--- config.mk ---
export PLATFORM = sky130hd
export DESIGN_NAME = mem_access_flat
export DESIGN_NICKNAME = d
export VERILOG_FILES = /design/src/rtl/mem_access_pkg.sv /design/src/rtl/mem_access_if.sv /design/src/rtl/mem_access_load_align.sv /design/src/rtl/mem_access.sv /design/src/flat_wrapper.sv
export SDC_FILE = /design/constraint.sdc
export NUM_CORES = 1
export LEC_CHECK = 0
export BUFFER_PORTS_ARGS = -buffer_cell sky130_fd_sc_hd__buf_2
export CORE_ASPECT_RATIO = 0.6
export CORE_MARGIN = 4
export CORE_UTILIZATION = 53
export CTS_CLUSTER_DIAMETER = 100
export CTS_CLUSTER_SIZE = 25
export DETAILED_ROUTE_END_ITERATION = 10
export GPL_TIMING_DRIVEN = 0
export PLACE_DENSITY = 0.86
export SYNTH_ARGS = -nofsm -noshare
export SYNTH_HDL_FRONTEND = slang
export SYNTH_HIERARCHICAL = 1
export SYNTH_SLANG_ARGS = --single-unit
export TNS_END_PERCENT = 100
--- constraint.sdc ---
create_clock -name clk -period 8.3 [get_ports clk]
set_clock_uncertainty 0.15 [all_clocks]
set_input_delay 1.66 -clock clk [delete_from_list [all_inputs] [get_ports clk]]
set_output_delay 1.66 -clock clk [all_outputs]
set_load 0.005 [all_outputs]
--- src/rtl/mem_access_pkg.sv ---
// Shared core definitions for the memory-access stage: opcodes, funct3 size
// codes, FSM encoding and small decode helpers.
package mem_access_pkg;

    localparam logic [6:0] OP_LOAD  = 7'b0000011;
    localparam logic [6:0] OP_STORE = 7'b0100011;

    localparam logic [2:0] F3_B  = 3'b000;
    localparam logic [2:0] F3_H  = 3'b001;
    localparam logic [2:0] F3_W  = 3'b010;
    localparam logic [2:0] F3_BU = 3'b100;
    localparam logic [2:0] F3_HU = 3'b101;

    typedef enum logic [1:0] {
        IDLE = 2'd0,
        REQ  = 2'd1,
        DONE = 2'd2
    } state_t;

    // Unsigned sizes exist only for loads; any unknown size is rejected like a misaligned access.
    function automatic logic access_bad(input logic is_store, input logic [2:0] f3,
                                        input logic [1:0] lane);
        logic bad;
        case (f3)
            F3_B:    bad = 1'b0;
            F3_H:    bad = lane[0];
            F3_W:    bad = (lane != 2'b00);
            F3_BU:   bad = is_store;
            F3_HU:   bad = is_store | lane[0];
            default: bad = 1'b1;
        endcase
        return bad;
    endfunction

    function automatic logic [3:0] store_strb(input logic [2:0] f3, input logic [1:0] lane);
        logic [3:0] strb;
        case (f3)
            F3_B:    strb = 4'b0001 << lane;
            F3_H:    strb = lane[1] ? 4'b1100 : 4'b0011;
            F3_W:    strb = 4'b1111;
            default: strb = 4'b0000;
        endcase
        return strb;
    endfunction

endpackage

--- src/rtl/mem_access_if.sv ---
// Data-cache request/response bus between the memory-access stage and the cache.
interface mem_access_if #(parameter int XLEN = 32);

    logic            dcache_req;
    logic            dcache_we;
    logic [XLEN-1:0] dcache_addr;
    logic [XLEN-1:0] dcache_wdata;
    logic [3:0]      dcache_wstrb;
    logic            dcache_ack;
    logic [XLEN-1:0] dcache_rdata;

    modport master (
        output dcache_req, dcache_we, dcache_addr, dcache_wdata, dcache_wstrb,
        input  dcache_ack, dcache_rdata
    );

    modport slave (
        input  dcache_req, dcache_we, dcache_addr, dcache_wdata, dcache_wstrb,
        output dcache_ack, dcache_rdata
    );

endinterface

--- src/rtl/mem_access_load_align.sv ---
// Combinational load formatter: picks the addressed byte/halfword out of the
// read word and sign- or zero-extends it.
module load_align
    import mem_access_pkg::*;
#(
    parameter int XLEN = 32
) (
    input  logic [XLEN-1:0] rdata,
    input  logic [2:0]      funct3,
    input  logic [1:0]      lane,
    output logic [XLEN-1:0] result
);

    logic [7:0]  byte_s;
    logic [15:0] half_s;

    // Lane selection and extension of the read word.
    always_comb begin
        byte_s = 8'h00;
        half_s = 16'h0000;
        result = {XLEN{1'b0}};
        case (lane)
            2'd0:    byte_s = rdata[7:0];
            2'd1:    byte_s = rdata[15:8];
            2'd2:    byte_s = rdata[23:16];
            2'd3:    byte_s = rdata[31:24];
            default: byte_s = 8'h00;
        endcase
        if (lane[1]) begin
            half_s = rdata[31:16];
        end else begin
            half_s = rdata[15:0];
        end
        case (funct3)
            F3_B:    result = {{(XLEN-8){byte_s[7]}}, byte_s};
            F3_BU:   result = {{(XLEN-8){1'b0}}, byte_s};
            F3_H:    result = {{(XLEN-16){half_s[15]}}, half_s};
            F3_HU:   result = {{(XLEN-16){1'b0}}, half_s};
            F3_W:    result = rdata;
            default: result = {XLEN{1'b0}};
        endcase
    end

endmodule

--- src/rtl/mem_access.sv ---
// Memory-access pipeline stage: turns a decoded load/store into one data-cache
// transaction and reports a formatted result with a one-cycle done pulse.
module mem_access
    import mem_access_pkg::*;
#(
    parameter int XLEN = 32
) (
    input  logic              clk,
    input  logic              rst,
    input  logic              start,
    input  logic [6:0]        opcode,
    input  logic [2:0]        funct3,
    input  logic [XLEN-1:0]   alu_out,
    input  logic [XLEN-1:0]   rs2_data,
    mem_access_if.master      dcache,
    output logic [XLEN-1:0]   dcache_out,
    output logic              done,
    output logic              misalign
);

    state_t          state_r;
    logic [2:0]      funct3_r;
    logic [1:0]      lane_r;
    logic            is_mem_s;
    logic            is_store_s;
    logic            bad_s;
    logic [XLEN-1:0] wdata_s;
    logic [XLEN-1:0] load_val_s;

    // Decode of the incoming instruction and lane replication of store data.
    always_comb begin
        is_store_s = (opcode == OP_STORE);
        is_mem_s   = (opcode == OP_LOAD) || is_store_s;
        bad_s      = access_bad(is_store_s, funct3, alu_out[1:0]);
        wdata_s    = rs2_data;
        case (funct3)
            F3_B:    wdata_s = {(XLEN/8){rs2_data[7:0]}};
            F3_H:    wdata_s = {(XLEN/16){rs2_data[15:0]}};
            default: wdata_s = rs2_data;
        endcase
    end

    load_align #(.XLEN(XLEN)) u_load_align (
        .rdata  (dcache.dcache_rdata),
        .funct3 (funct3_r),
        .lane   (lane_r),
        .result (load_val_s)
    );

    // Control FSM with registered request and completion outputs.
    always_ff @(posedge clk or posedge rst) begin
        if (rst) begin
            state_r             <= IDLE;
            dcache.dcache_req   <= 1'b0;
            dcache.dcache_we    <= 1'b0;
            dcache.dcache_wstrb <= 4'b0000;
            done                <= 1'b0;
            misalign            <= 1'b0;
            dcache_out          <= {XLEN{1'b0}};
        end else begin
            case (state_r)
                IDLE: begin
                    done <= 1'b0;
                    if (start) begin
                        misalign   <= 1'b0;
                        dcache_out <= {XLEN{1'b0}};
                        if (is_mem_s && !bad_s) begin
                            dcache.dcache_req   <= 1'b1;
                            dcache.dcache_we    <= is_store_s;
                            dcache.dcache_wstrb <= is_store_s ? store_strb(funct3, alu_out[1:0]) : 4'b0000;
                            state_r             <= REQ;
                        end else begin
                            misalign <= is_mem_s;
                            done     <= 1'b1;
                            state_r  <= DONE;
                        end
                    end
                end
                REQ: begin
                    if (dcache.dcache_ack) begin
                        dcache.dcache_req   <= 1'b0;
                        dcache.dcache_we    <= 1'b0;
                        dcache.dcache_wstrb <= 4'b0000;
                        dcache_out          <= dcache.dcache_we ? {XLEN{1'b0}} : load_val_s;
                        done                <= 1'b1;
                        state_r             <= DONE;
                    end
                end
                DONE: begin
                    done    <= 1'b0;
                    state_r <= IDLE;
                end
                default: begin
                    dcache.dcache_req   <= 1'b0;
                    dcache.dcache_we    <= 1'b0;
                    dcache.dcache_wstrb <= 4'b0000;
                    done                <= 1'b0;
                    state_r             <= IDLE;
                end
            endcase
        end
    end

    // Request payload is captured only when an aligned access is accepted and needs no reset.
    always_ff @(posedge clk) begin
        if (state_r == IDLE && start && is_mem_s && !bad_s) begin
            dcache.dcache_addr  <= {alu_out[XLEN-1:2], 2'b00};
            dcache.dcache_wdata <= wdata_s;
            funct3_r            <= funct3;
            lane_r              <= alu_out[1:0];
        end
    end

endmodule

--- src/flat_wrapper.sv ---
// flat-port wrapper written by rule: the top's interface ports become plain ports
module mem_access_flat import mem_access_pkg::*;
#(
    parameter int XLEN = 32
)
  (clk, rst, start, opcode, funct3, alu_out, rs2_data, dcache_out, done, misalign, dcache_dcache_req, dcache_dcache_we, dcache_dcache_addr, dcache_dcache_wdata, dcache_dcache_wstrb, dcache_dcache_ack, dcache_dcache_rdata);
  mem_access_if #(.XLEN(XLEN)) dcache_i ();
  input  logic clk;
  input  logic rst;
  input  logic start;
  input  logic [6:0] opcode;
  input  logic [2:0] funct3;
  input  logic [XLEN-1:0] alu_out;
  input  logic [XLEN-1:0] rs2_data;
  output logic [XLEN-1:0] dcache_out;
  output logic done;
  output logic misalign;
  output wire logic [$bits(dcache_i.dcache_req)-1:0] dcache_dcache_req;
  output wire logic [$bits(dcache_i.dcache_we)-1:0] dcache_dcache_we;
  output wire logic [$bits(dcache_i.dcache_addr)-1:0] dcache_dcache_addr;
  output wire logic [$bits(dcache_i.dcache_wdata)-1:0] dcache_dcache_wdata;
  output wire logic [$bits(dcache_i.dcache_wstrb)-1:0] dcache_dcache_wstrb;
  input wire logic [$bits(dcache_i.dcache_ack)-1:0] dcache_dcache_ack;
  input wire logic [$bits(dcache_i.dcache_rdata)-1:0] dcache_dcache_rdata;
  assign dcache_dcache_req = dcache_i.dcache_req;
  assign dcache_dcache_we = dcache_i.dcache_we;
  assign dcache_dcache_addr = dcache_i.dcache_addr;
  assign dcache_dcache_wdata = dcache_i.dcache_wdata;
  assign dcache_dcache_wstrb = dcache_i.dcache_wstrb;
  assign dcache_i.dcache_ack = dcache_dcache_ack;
  assign dcache_i.dcache_rdata = dcache_dcache_rdata;
  mem_access #(.XLEN(XLEN)) u_core (.clk(clk), .rst(rst), .start(start), .opcode(opcode), .funct3(funct3), .alu_out(alu_out), .rs2_data(rs2_data), .dcache(dcache_i), .dcache_out(dcache_out), .done(done), .misalign(misalign));
endmodule
# Yosys cells after proc, flatten, opt, wreduce, memory -nomap -nowiden
# Cells that the tools add are included.
[word_totals]
in_bits = 110
output_inout_bits = 104
register_bits = 109
latchBits = 0
mem_bits_rw = 0
romBits = 0
mem_count = 0
[classes]
bitwise_logic = 2
n_mux = 32
n_mul = 0
div_mod_pow = 0
order_cmp = 0
n_addsub = 0
n_reduce_logical = 16
eq_ne = 18
n_shift = 1
[op_table]
columns = ["operator", "n"]
rows = [
  ["$pmux 32 s5", 1],
  ["$pmux 32 s2", 2],
  ["$mux 32", 3],
  ["$pmux 8 s4", 1],
  ["$pmux 4 s3", 2],
  ["$mux 4", 5],
  ["$mux 16", 1],
  ["$eq 3x3->1 const B", 4],
  ["$mux 1", 9],
  ["$eq 7x2->1 const B", 1],
  ["$eq 7x6->1 const B", 1],
  ["$eq 2x2->1 const B", 3],
  ["$eq 3x1->1 const B", 2],
  ["$eq 3x2->1 const B", 2],
  ["$logic_not 3->1", 2],
  ["$mux 2", 3],
  ["$pmux 1 s3", 2],
  ["$pmux 1 s5", 1],
  ["$eq 2x1->1 const B", 2],
  ["$logic_and 1x1->1", 4],
  ["$logic_not 2->1", 2],
  ["$ne 2x2->1 const B", 2],
  ["$pmux 2 s2", 1],
  ["$reduce_and 2->1", 2],
  ["10 further kinds", 11],
]

# Longest topological paths before layout
[logic_depth]
word_depth = 8
mapped_depth = 8
mapped_depth_nobuf = 5

# Hierarchy
# Netlist, hierarchy kept.
[by_module_without_submodules]
columns = ["mod", "seq_area_each_um2", "cells_per_inst", "area_each_um2", "instances"]
rows = [
  ["mem_access", 3062.9, 322, 4250.3, 1],
  ["load_align", 0.0, 128, 1066.0, 1],
]

# Worst setup path after synthesis
# No wires, ideal clock.
[synth_path]
path_type = "input to register"
from = "input funct3[1]"
to = "register u_core.dcache.dcache_addr[10] (enable)"
slack_ns = 2.459
t_required_ns = 7.658
arrival_ns = 5.199
n_path_buf = 1
cell_stages = 4
path_cell_list = "buf_2 a221oi_1 o211ai_1 nor2_1"
[synth_via]
elab_chain_cells = 4
[synth_rtl]
columns = ["element", "line_no", "rtl"]
rows = [
  ["from (decl)", "flat_wrapper.sv:12", "input logic [2:0] funct3;"],
  ["$eq 3x3->1 (tied with other cells)", "mem_access_pkg.sv:24", "case (f3)"],
  ["$pmux 1 s5 (*)", "mem_access_pkg.sv:24", ""],
  ["$logic_not 1->1 (*)", "mem_access.sv:106", "if (state_r == IDLE && start && is_mem_s && !bad_s) begin"],
  ["$logic_and 1x1->1 (*)", "mem_access.sv:106", ""],
  ["to (signal assigned)", "mem_access.sv:107", "dcache.dcache_addr <= {alu_out[XLEN-1:2], 2'b00};"],
  ["to (decl)", "mem_access_if.sv:13", "output dcache_req, dcache_we, dcache_addr, dcache_wdata, dcache_wstrb,"],
]
# Every way passes the cells marked *; elsewhere a longest branch is shown, timed or not.
# A chain may end at the register's enable or synchronous reset.

# Final worst setup path
[layout_path]
from = "input funct3[2]"
to = "register u_core.dcache.dcache_wdata[25] (enable)"
[layout_via]
elab_chain_cells = 4
[layout_rtl]
columns = ["element", "line_no", "rtl"]
rows = [
  ["$eq 3x3->1 (tied with other cells)", "mem_access_pkg.sv:24", ""],
  ["$pmux 1 s5 (*)", "mem_access_pkg.sv:24", ""],
  ["$logic_not 1->1 (*)", "mem_access.sv:106", ""],
  ["$logic_and 1x1->1 (*)", "mem_access.sv:106", ""],
  ["to (signal assigned)", "mem_access.sv:108", "dcache.dcache_wdata <= wdata_s;"],
  ["to (decl)", "mem_access_if.sv:13", ""],
]
# Marked as above.

==> impl_table.tex <==
\begin{tabular}{lr}
\hline
Metric & Value \\
\hline
\multicolumn{2}{l}{\textbf{Floorplanning}} \\
\quad IO Pins & 214 \\
\quad Starting Density & 0.562 \\
\quad Die X-Extent & about 140 um \\
\quad Vertical die dimension & 85.6 um \\
\quad Core area & about 0.0095 mm\^{}2 \\
\quad Area of the die & approximately 0.012 mm\^{}2 \\
\quad Number of rows created at floorplan & 27 \\
\multicolumn{2}{l}{\textbf{Timing}} \\
\quad Setup repair after global routing missed its margin & false \\
\quad Final worst-path cycle share & 0.492 \\
\quad Max-slew violations & 0 \\
\quad Maximum achievable frequency & around 240 MHz \\
\quad Remaining max-slew budget at the tightest pin & 0.390 \\
\quad Worst hold-check slack & 316 ps \\
\quad Final hold violation count & 0 \\
\quad Transition at the pin with the smallest max-transition slack & about 910 ps \\
\quad Setup total negative slack & 0 ps \\
\quad Clock period minus worst slack & a little over 4000 ps \\
\quad Final setup fails & 0 \\
\multicolumn{2}{l}{\textbf{Clock tree}} \\
\quad Clock latency at the later pin of the worst-skew pair & about 340 ps \\
\quad Buffer type at the clock tree root & clkbuf\_16 \\
\quad TritonCTS clock tree & yes \\
\quad \# Post-CTS Setup Buffers & 0 \\
\quad Number of cells upsized or downsized after cts & 0 \\
\quad Clock Pin Slew Worst Setup and Hold Paths & approximately 70 ps \\
\quad Hold-fix buffers at CTS & 0 \\
\quad CTS buffer count & 9 \\
\quad Largest buffer count on any clock path & 2 \\
\quad Clock tree sinks & between 100 and 150 \\
\quad Count of H-tree levels built during CTS & 3 \\
\multicolumn{2}{l}{\textbf{Worst hold path}} \\
\quad Tightest Hold Check Type & register to register \\
\quad Count of cells along the worst hold path & 2 \\
\multicolumn{2}{l}{\textbf{Route}} \\
\quad Overall via count from detail\_route & around 4600 \\
\quad DRC viols & 0 \\
\quad Post-detailed-route wirelength per cell & roughly 19 um \\
\quad DR vias/cell & about 5.6 \\
\quad Total detailed-routing wirelength & 15.5 mm \\
\quad Routed Antenna Nets & 0 \\
\quad Initial detailed-routing violation count & about 530 \\
\quad First-pass DRT Iterations & 5 \\
\multicolumn{2}{l}{\textbf{Final layout}} \\
\quad Area growth from synthesis to final layout & 28.7\% \\
\quad Layout cell share with drive strength beyond 1 & 0.436 \\
\quad ANT cells & 0 \\
\quad Number of fillers in the final layout & 687 \\
\quad Final net count & approximately 780 \\
\multicolumn{2}{l}{\textbf{Global routing}} \\
\quad First-pass GRT wire length & about 24 mm \\
\quad Gr ovfl total & 0 \\
\quad Via count of the first global-routing pass & $\sim$4400 \\
\quad Global-route usage over all layers & 0.263 \\
\quad Initial antenna violation count & 0 \\
\quad Pin count of the biggest net entering global routing & 43 \\
\multicolumn{2}{l}{\textbf{Synth}} \\
\quad Cell types with the largest area share after synthesis & edfxtp\_1, dfrtp\_1, mux2\_2, nand2\_1, a22oi\_1 \\
\quad Top-area cell type share of the netlist area & 0.378 \\
\quad Portion of the post-synthesis area used by sequential elements & 0.576 \\
\quad Most used standard cells in the synthesized netlist & nand2\_1, edfxtp\_1, dfrtp\_1, nand3\_1, mux2\_2 \\
\quad Async SR Flop Fraction & 0.385 \\
\quad Post-synth EDFFs & 67 \\
\quad Yosys warning total & 6 \\
\quad Post-Syn Area & $\sim$0.0053 mm\^{}2 \\
\quad Post-Syn Instances & 450 \\
\quad Average cell area after synthesis & 11.8 um\^{}2 \\
\quad Synth area leader & edfxtp\_1 \\
\quad Cell with the most instances after synthesis & nand2\_1 \\
\quad Top\_reg\_cell synth & edfxtp\_1 \\
\quad Yosys reg bits & 109 \\
\quad Number of distinct library cells after synthesis & between 50 and 60 \\
\multicolumn{2}{l}{\textbf{Power and ir drop}} \\
\quad P\_leak & 3.18 nW \\
\quad Peak VDD IR & 0.000121 V \\
\quad Power per standard cell area & between 150 and 200 mW/mm\^{}2 \\
\multicolumn{2}{l}{\textbf{Setup path}} \\
\quad Kind of launch point of the worst setup path & input pin \\
\quad Cell-by-cell listing of the critical path & buf\_2 > nor4\_1 > o211ai\_1 > nor2\_4 > buf\_12 \\
\quad Endpoint type of the worst setup path & register \\
\quad Path depth of the worst reg2reg path & 4 \\
\quad Worst-path cell with the longest stage delay & nor2\_4 \\
\quad Arrival time reported for the critical path endpoint & roughly 4000 ps \\
\quad Crit path largest cell delay & 790 ps \\
\quad Required time of the critical path & approximately 8200 ps \\
\quad Number of cells on the critical path & 5 \\
\quad Crit Path Class & input pin to register \\
\quad Number of buffers and inverters on the critical path & 2 \\
\quad Largest fanout of any net on the critical path & 37 \\
\quad Gate family responsible for the most delay along the worst path & simple AND/OR/NAND/NOR gates \\
\multicolumn{2}{l}{\textbf{Job}} \\
\quad Max-cap violations & 0 \\
\multicolumn{2}{l}{\textbf{Run status}} \\
\quad Outcome & complete, no violations \\
\multicolumn{2}{l}{\textbf{Place}} \\
\quad Half-perimeter wire length after placement & 12.0 mm \\
\quad I/O Buffers & approximately 210 \\
\quad Final GP Congestion & 0.910 \\
\hline
\end{tabular}
[cells by family (layout without fill, tap and decap cells)]
family | Yosys count | after routing | synth area share
buffers and inverters | 45 | 273 | 0.0461
and+or+nand+nor | 150 | 150 | 0.136
AOI/OAI and AO/OA | 103 | 103 | 0.155
muxes | 42 | 42 | 0.0861
DFF | 109 | 109 | 0.576
other | 1 | 2 | 0.000705
[where the power goes]
group,switching (W),internal (W),leakage (nW)
clock,0.000185,0.000212,0.134
combinational,0.0000583,0.0000461,1.87
sequential,0.00000375,0.000582,1.18
total,0.000247,0.000841,3.18
[final timing paths]
path                                                       end            startpoint  slack (ps)
worst min register to register            u_core/dcache_out[1]  u_core/dcache_out[1]         320
worst max-delay path            u_core/dcache.dcache_wdata[25]             funct3[2]        4220
worst min-delay path                      u_core/dcache_out[1]  u_core/dcache_out[1]         320
min in group asynchronous             u_core/dcache.dcache_req                   rst        1360
worst max register to register  u_core/dcache.dcache_wdata[25]     u_core/state_r[1]        5860
max in group asynchronous                u_core/dcache_out[12]                   rst        6050
[sequential cells by signal (all words and copies together) (netlist names)]
name                        count
u_core/dcache.dcache_addr      30
u_core/dcache.dcache_req        1
u_core/dcache.dcache_wdata     32
u_core/dcache.dcache_we         1
u_core/dcache.dcache_wstrb      4
u_core/dcache_out              32
u_core/done                     1
u_core/funct3_r                 3
u_core/lane_r                   2
u_core/misalign                 1
u_core/state_r                  2
[layer usage]
layer,GRT usage,routed length [um]
met5,0,0
met2,0.415,7220
met1,0.360,6630
met3,0.0791,1440
met4,0.0652,242
[worst reg2reg max path, delay by kind of cell, from the launching register on]
family	cells	cell delay, ps
DFF	1	370
buffers and inverters	2	450
and+or+nand+nor	2	1140
[final cells by class]
cell class                 instances  area [um^2]  area share
sequential                       109         3060       0.448
multi-input combinational        297         2020       0.295
timing repair buffer             212         1080       0.157
clock buffer                      11          243      0.0355
buffer                            36          211      0.0309
tap                              130          163      0.0238
clock inverter                     5         33.8     0.00494
inverter                           9         33.8     0.00494
[cell usage in the layout (no fill, tap or decap), types with 3 or more instances in the layout]
master / synthesis / routed
o21ai_0: 14 / 14
a222oi_1: 7 / 7
clkbuf_16: 0 / 9
buf_2: 13 / 224
nand2_1: 77 / 77
inv_1: 8 / 7
a211oi_1: 16 / 16
nor2b_1: 3 / 3
a22oi_1: 24 / 24
o21ai_1: 3 / 3
clkbuf_1: 13 / 14
o221ai_2: 7 / 7
nand3_1: 32 / 32
buf_4: 4 / 4
edfxtp_1: 67 / 67
o2111ai_1: 4 / 4
nor2_1: 18 / 17
mux2i_1: 15 / 15
buf_6: 6 / 6
a21oi_1: 11 / 11
mux2_2: 26 / 26
or4bb_1: 7 / 7
dfrtp_1: 42 / 42
[metrics by stage]
step	power [W]	instances	worst slack (ps)	cell area, um^2	utilization
6_report	0.00109	809	4220	6840	0.723
5_1_grt	0.00114	809	4200	6840	0.723
4_1_cts	0.00109	809	4340	6840	0.723
3_5_place_dp	0.000700	793	4040	6570	0.694
3_3_place_gp	0.000695	792	1290	6540	0.691
2_1_floorplan	0.000646	451	2460	5320	-
No activity file was read; power rests on OpenSTA's default activity.
